[src/rtl/tnn_feature_loader.sv]
// tnn_feature_loader: streams quantised features into a register vector, runs one classifier evaluation, hands back the class bit
module tnn_feature_loader #(
    parameter int NFEAT = 7,
    parameter int FW    = 2
) (
    input  logic          clk,
    input  logic          rst,
    input  logic          s_valid,
    output logic          s_ready,
    input  logic [FW-1:0] s_data,
    input  logic          s_last,
    output logic [FW-1:0] feat_a,
    output logic [FW-1:0] feat_b,
    output logic [FW-1:0] feat_c,
    output logic [FW-1:0] feat_d,
    output logic [FW-1:0] feat_e,
    output logic [FW-1:0] feat_f,
    output logic [FW-1:0] feat_g,
    input  logic          core_out,
    output logic          m_valid,
    input  logic          m_ready,
    output logic          m_class,
    output logic          err_frame
);
    localparam int IW = NFEAT > 1 ? $clog2(NFEAT) : 1;
    localparam int NS = NFEAT < 7 ? 7 : NFEAT;
    localparam logic [IW-1:0] LAST_IDX = IW'(NFEAT - 1);
    typedef enum logic [1:0] {LOAD, EVAL, OUT, DRAIN} state_t;
    state_t        state_q, state_d;
    logic [IW-1:0] idx_q, idx_d;
    logic [FW-1:0] feat_q [NS];
    logic          m_class_q;
    logic          err_q, err_d;
    logic          xfer, wr;
    assign s_ready   = (state_q == LOAD) || (state_q == DRAIN);
    assign m_valid   = state_q == OUT;
    assign m_class   = m_class_q;
    assign err_frame = err_q;
    assign xfer      = s_valid && s_ready;
    assign feat_a    = feat_q[0];
    assign feat_b    = feat_q[1];
    assign feat_c    = feat_q[2];
    assign feat_d    = feat_q[3];
    assign feat_e    = feat_q[4];
    assign feat_f    = feat_q[5];
    assign feat_g    = feat_q[6];
    // next state: framing checks on every LOAD transfer, discard until s_last in DRAIN
    always_comb begin
        state_d = state_q;
        idx_d   = idx_q;
        err_d   = 1'b0;
        wr      = 1'b0;
        case (state_q)
            LOAD: begin
                if (xfer) begin
                    wr = 1'b1;
                    if (idx_q == LAST_IDX) begin
                        idx_d   = '0;
                        state_d = s_last ? EVAL : DRAIN;
                        err_d   = !s_last;
                    end else if (s_last) begin
                        idx_d = '0;
                        err_d = 1'b1;
                    end else begin
                        idx_d = idx_q + 1'b1;
                    end
                end
            end
            EVAL:    state_d = OUT;
            OUT:     state_d = m_ready ? LOAD : OUT;
            DRAIN:   state_d = (xfer && s_last) ? LOAD : DRAIN;
            default: state_d = LOAD;
        endcase
    end
    // control registers; the class bit is sampled on the single EVAL cycle
    always_ff @(posedge clk or posedge rst) begin
        if (rst) begin
            state_q   <= LOAD;
            idx_q     <= '0;
            err_q     <= 1'b0;
            m_class_q <= 1'b0;
        end else begin
            state_q <= state_d;
            idx_q   <= idx_d;
            err_q   <= err_d;
            if (state_q == EVAL) m_class_q <= core_out;
        end
    end
    // feature vector: written only by LOAD transfers, so it holds through EVAL, OUT and DRAIN
    always_ff @(posedge clk or posedge rst) begin
        if (rst) begin
            for (int i = 0; i < NS; i++) feat_q[i] <= '0;
        end else if (wr) begin
            feat_q[idx_q] <= s_data;
        end
    end
endmodule

[config.mk]
export PLATFORM = sky130hd
export DESIGN_NAME = tnn_feature_loader
export DESIGN_NICKNAME = d
export VERILOG_FILES = /design/src/rtl/tnn_feature_loader.sv
export SDC_FILE = /design/constraint.sdc
export NUM_CORES = 1
export LEC_CHECK = 0
export CAP_MARGIN = 10
export CORE_MARGIN = 2
export CORE_UTILIZATION = 28
export CTS_CLUSTER_SIZE = 14
export DETAILED_ROUTE_END_ITERATION = 8
export GPL_TIMING_DRIVEN = 0
export HOLD_SLACK_MARGIN = 0.08
export SLEW_MARGIN = 20
export SYNTH_ARGS = -nofsm -noshare
export SYNTH_HDL_FRONTEND = slang
export SYNTH_SLANG_ARGS = --single-unit
export TNS_END_PERCENT = 5
[constraint.sdc]
create_clock -name clk -period 4.2 [get_ports clk]
set_clock_uncertainty 0.1 [all_clocks]
set_input_delay 0.84 -clock clk [delete_from_list [all_inputs] [get_ports clk]]
set_output_delay 0.84 -clock clk [all_outputs]
set_load 0.02 [all_outputs]
# ---- Yosys cells after proc, flatten, opt, wreduce, memory -nomap -nowiden
# Cells that the tools add are included.
dict set report word_totals {
  wordCells 46
  ff_bits 21
  output_inout_bits 18
  input_bits 8
}
dict set report classes {
  n_bitwise 1
  n_eq_ne 6
  order_cmp 2
  add_sub_neg 1
  reduce_logical 8
  mux 17
}
# operator n
set ops {}
lappend ops {{14-bit bitwise mux} 1}
lappend ops {{2-bit two-way mux} 6}
lappend ops {{2-bit case mux with 4 select lines} 1}
lappend ops {{2-bit demux with 3-bit select} 1}
lappend ops {{1-bit two-way mux} 6}
lappend ops {{3-bit two-way mux} 2}
lappend ops {{2-bit == test, second input constant} 2}
lappend ops {{4-bit greater-or-equal comparator, second input constant} 1}
lappend ops {{4-bit by 1-bit < comparator with 1-bit output, second input constant} 1}
lappend ops {{3-bit inverter with 4-bit output} 1}
lappend ops {{2-bit AND reduction} 2}
lappend ops {{3-bit by 1-bit adder with 3-bit output, second input constant} 1}
lappend ops {{3-bit == test, second input constant} 1}
lappend ops {{1-bit logical AND} 3}
lappend ops {{2-bit by 1-bit == test with 1-bit output, second input constant} 1}
lappend ops {{2-bit logical NOT} 1}
lappend ops {{2-bit by 1-bit != test with 1-bit output, second input constant} 1}
lappend ops {{2-bit != test, second input constant} 1}
lappend ops {{1-bit logical NOT} 1}
lappend ops {{1-bit logical OR} 1}

# ---- Logic depth before layout (Yosys ltp)
# Gate-level depths: netlist of run 1.
dict set report logic_depth {
  word_depth 6
  ltp_mapped 6
  mapped_depth_nobuf 5
}

# ---- Least setup slack after synthesis of run 1
# Ideal clock, no wire load.
dict set report synth_path {
  path_type {input to register}
  from {in s_valid}
  to {reg feat_q (netlist bit feat_d[0])}
  t_arrival_ps 1650
  path_buffers 1
  path_slack_ps 2325
  required_time_ps 3975
  path_stages 4
  path_cell_list {nand2_1 -> buf_2 -> nor3_1 -> mux2_2}
}
dict set report synth_between {
  elab_chain_len 3
}
# element line_no
set synth_lines {}
lappend synth_lines {{from (decl)} 8} ;# input logic s_valid,
lappend synth_lines {{1-bit logical AND} 39} ;# assign xfer = s_valid && s_ready;
lappend synth_lines {{1-bit two-way mux} 55} ;# if (xfer) begin
lappend synth_lines {{1-bit two-way mux} 53} ;# case (state_q)
lappend synth_lines {{to (signal, indexed assignment)} 94} ;# feat_q[idx_q] <= s_data;
lappend synth_lines {{to (decl)} 31} ;# logic [FW-1:0] feat_q [NS];
# No other way between the ends.
# A chain may end at the register's enable or synchronous reset.

# ---- Worst setup path after layout of run 1
dict set report layout_path {
  from {reg state_q[1]}
  to {out s_ready}
}
dict set report layout_between {
  elab_chain_len 2
  word_cells_on_any_way 3
  classes_between {eq/ne: 1; reduce/logical: 2}
}
# element line_no
set layout_lines {}
lappend layout_lines {{from (decl)} 29} ;# state_t state_q, state_d;
lappend layout_lines {{from (signal assigned)} 83} ;# state_q <= state_d;
lappend layout_lines {{2-bit == test / 2-bit logical NOT (equally long branches)} 35} ;# assign s_ready = (state_q == LOAD) || (state_q == DRAIN);
lappend layout_lines {{1-bit logical OR (*)} 35}
lappend layout_lines {{to (decl)} 9} ;# output logic s_ready,
# Every way passes the cells marked *; elsewhere a longest branch is shown, timed or not.

==> results.toml, run 1 <==
[outcome]
status = "finished, final reports clean"

[worst_setup_path]
reg2reg_depth = 6
timing.rr.start = "state_q[1]$_DFFE_PP0P_"
reg2reg_setup_slack_ns = 2.20
critical_path_class = "flip-flop to primary output"
cp_max_fo = 4
endpoint = "s_ready"
crit_path_start_kind = "flip-flop"
end_kind = "primary output"
crit_start = "state_q[1]$_DFFE_PP0P_"
timing.rr.end = "feat_d[0]$_DFFE_PP0P_"
required_ns = 3.26
critPathArrivalTime_ns = 1.75

[power]
ir_drop_v = 0.000203
pwr-share-seq_pct = 35.7
power_switching_uw = 350
combPwrFrac_pct = 50.6
power.share.clock_pct = 13.7
power-per-cell-area_nw_per_um2 = 686
p_int_uw = 597
leakage_nw = 0.615
swShare_pct = 37.0

[final_layout]
drive_gt1_share_pct = 21.6
final_cell_mix = "24 x clkdlybuf4s50_1, 21 x dfrtp_1, 13 x mux2_2"
n_antenna_cell = 0
area_delta_synth_final_pct = 33.4
fillCellCount = 371
mostFrequentLayoutCell = "clkdlybuf4s50_1"
final_net_count = 127

[global_route]
track_usage_pct = 10.5
grt_max_degree = 22
grt_pass1_wl_um = 3390
grt_overflow = 0
antenna_found_initial = 0
grt_pass1_vias = 763

[sta]
whs_ns = 0.408
rsz0062_at_grt = "no"
setup_viol = 0
finalSetupTns_ns = 0
fin_crit_ns = 2.69
slew_headroom_pct = 46.5
min_period_over_period_pct = 64.0
hold_viol_final = 0
max_freq_mhz = 372
maxSlewViolCount = 0
tightest_slew_ns = 0.802

[routing]
ant_nets = 0
vias = 727
drt_iter0_drc = 16
wire_per_inst_um = 12.3
post-route-drc-count = 0
via_per_inst = 4.57
routed_wl_um = 1960
dr.pass1.iters = 3

[clock_tree]
cts_setup_buffers = 0
clk-insertion-delay-late_ns = 0.26
hold_buffers = 0
path_clk_slew_ns = 0.07
cts_resized = 0
numCtsBuffers = 3
htree_levels = 1
clock_sinks = 21
cts_root_buffer = "clkbuf_8"
clockBufferDepth = 2
cts_tree = "done"

[run]
cap_violations = 0

[floorplanning]
num_rows = 22
die_h_um = 64.8
die_w_um = 64.8
io_pins = 26
core-area_sq_um = 3610
dieArea_sq_um = 4200
start_util_pct = 28.7

[place]
dpl.hpwl_um = 1500
portBuffers = 24
gp_congestion = 0.708

[logic_synthesis]
synthesis.area_sq_um = 1030
ys_seq_area_share_pct = 50.8
synth_nets = 98
netlist_instances = 83
synthMuxAreaShare_pct = 17.0
yosys_warnings = 0
yosys.area_share.adder_pct = 8.46
synthSimpleGateAreaFrac_pct = 12.6
synth_top_family_by_area = "multiplexers"
synthXorXnorAreaFrac_pct = 0.846
synth.avg_cell_area_sq_um = 12.5
ys_seq_elements = 21
synth_cell_type_count = 26
synth_compound_area_share_pct = 6.41

[hold_path]
holdCritPathClass = "flip-flop to flip-flop"
[cell usage after synthesis]
library cell   n  area [sq um]
inv_1          6          22.5
nor4b_1        2          17.5
nor2_1         2          7.51
a221oi_1       1          8.76
nand3_1        3          15.0
nor3_2         2          20.0
a2111oi_0      1          8.76
xor2_1         1          8.76
mux2_2        13           146
nand2b_1       2          12.5
a31oi_1        1          6.26
a21o_1         2          15.0
buf_2          2          10.0
nand3b_1       1          7.51
o41ai_1        1          8.76
a22o_1         1          8.76
ha_1           7          87.6
buf_4          1          7.51
or4_4          1          11.3
nand2_1        3          11.3
mux2_4         2          30.0
or3_1          1          6.26
dfrtp_1       21           526
nor3_1         3          15.0
o21ai_0        2          10.0
nor2b_1        1          6.26
[sequential cells by signal, indices dropped and copies added (netlist names)]
| name | flops |
|---|---|
| err_frame | 1 |
| feat_a | 2 |
| feat_b | 2 |
| feat_c | 2 |
| feat_d | 2 |
| feat_e | 2 |
| feat_f | 2 |
| feat_g | 2 |
| idx_q | 3 |
| m_class | 1 |
| state_q | 2 |
[per-layer routing]
layer  global-route usage, %  vias up  wire [um]
met4                    3.99        0         21
met1                    12.3      362        843
li1                        -      350          -
met5                       0        -          0
met3                    2.78        3         58
met2                    18.3       12       1030
[logic make-up after synthesis]
| kind of cell | after synthesis |
|---|---|
| AO/OA/AOI/OAI | 9 |
| adder cells (fa/ha/maj) | 7 |
| flip-flops | 21 |
| AND/OR/NAND/NOR | 21 |
| buffers and inverters | 9 |
| multiplexers | 15 |
| XOR/XNOR | 1 |
[layout make-up]
class	instances	area [sq um]	area share (%)
Sequential cell	21	526	38.1
Tap cell	48	60.1	4.35
Buffer	3	17.5	1.27
Inverter	6	22.5	1.63
Timing Repair Buffer	24	240	17.4
Multi-Input combinational cell	53	469	34.0
Clock buffer	4	45.0	3.26
[how the worst min path moves through the flow]
stage,endpoint,cells after the start,start
3_5_place_dp,feat_a[1]$_DFFE_PP0P_,1,feat_a[1]$_DFFE_PP0P_
2_1_floorplan,state_q[1]$_DFFE_PP0P_,2,state_q[1]$_DFFE_PP0P_
6_report,feat_e[1]$_DFFE_PP0P_,1,feat_e[1]$_DFFE_PP0P_
5_1_grt,m_class$_DFFE_PP0P_,1,m_class$_DFFE_PP0P_
4_1_cts,feat_e[1]$_DFFE_PP0P_,1,feat_e[1]$_DFFE_PP0P_
3_3_place_gp,feat_e[0]$_DFFE_PP0P_,1,feat_e[0]$_DFFE_PP0P_
[power by group through the flow]
stage	logic [mW]	registers (mW)	clock network (mW)
2_1_floorplan	0.229	0.400	0
3_3_place_gp	0.476	0.337	0
4_1_cts	0.486	0.340	0.137
6_report	0.479	0.338	0.130
5_1_grt	0.523	0.351	0.146
3_5_place_dp	0.485	0.343	0
[stage by stage]
step                cell area (sq um)  util, %  setup slack [ns]  instances  power, mW
finish                           1380     38.3              1.51        159      0.947
global route                     1380     38.3              1.42        159       1.02
CTS                              1380     38.3              1.48        159      0.963
detailed placement               1340     37.0              1.65        155      0.828
global placement                 1340     37.0              1.65        155      0.813
floorplan                        1030        -              2.33         83      0.630
[worst max-delay path, stage by stage, from the launching register on]
cell             delay [ns]
dfrtp_1                0.40
inv_1                  0.10
ha_1                   0.31
inv_1                  0.07
clkdlybuf4s50_1        0.61
Note: power is estimated with default switching activity, not from simulation.
==> inputs of run 2 (changes only) <==
clock period = 2.47 ns   (was 4.2 ns; I/O delays follow)
==> results of run 2 <==
Same layout as run 1 (identical final DEF). Status: finished, final reports clean.
Among the figures that moved: setup slack after placement 1.65 ns -> 0.266 ns; setup slack after layout 1.51 ns -> 0.130 ns; register-to-register setup slack 2.20 ns -> 0.47 ns; total power 0.947 mW -> 1.61 mW; worst IR drop on VDD 0.000203 V -> 0.000346 V
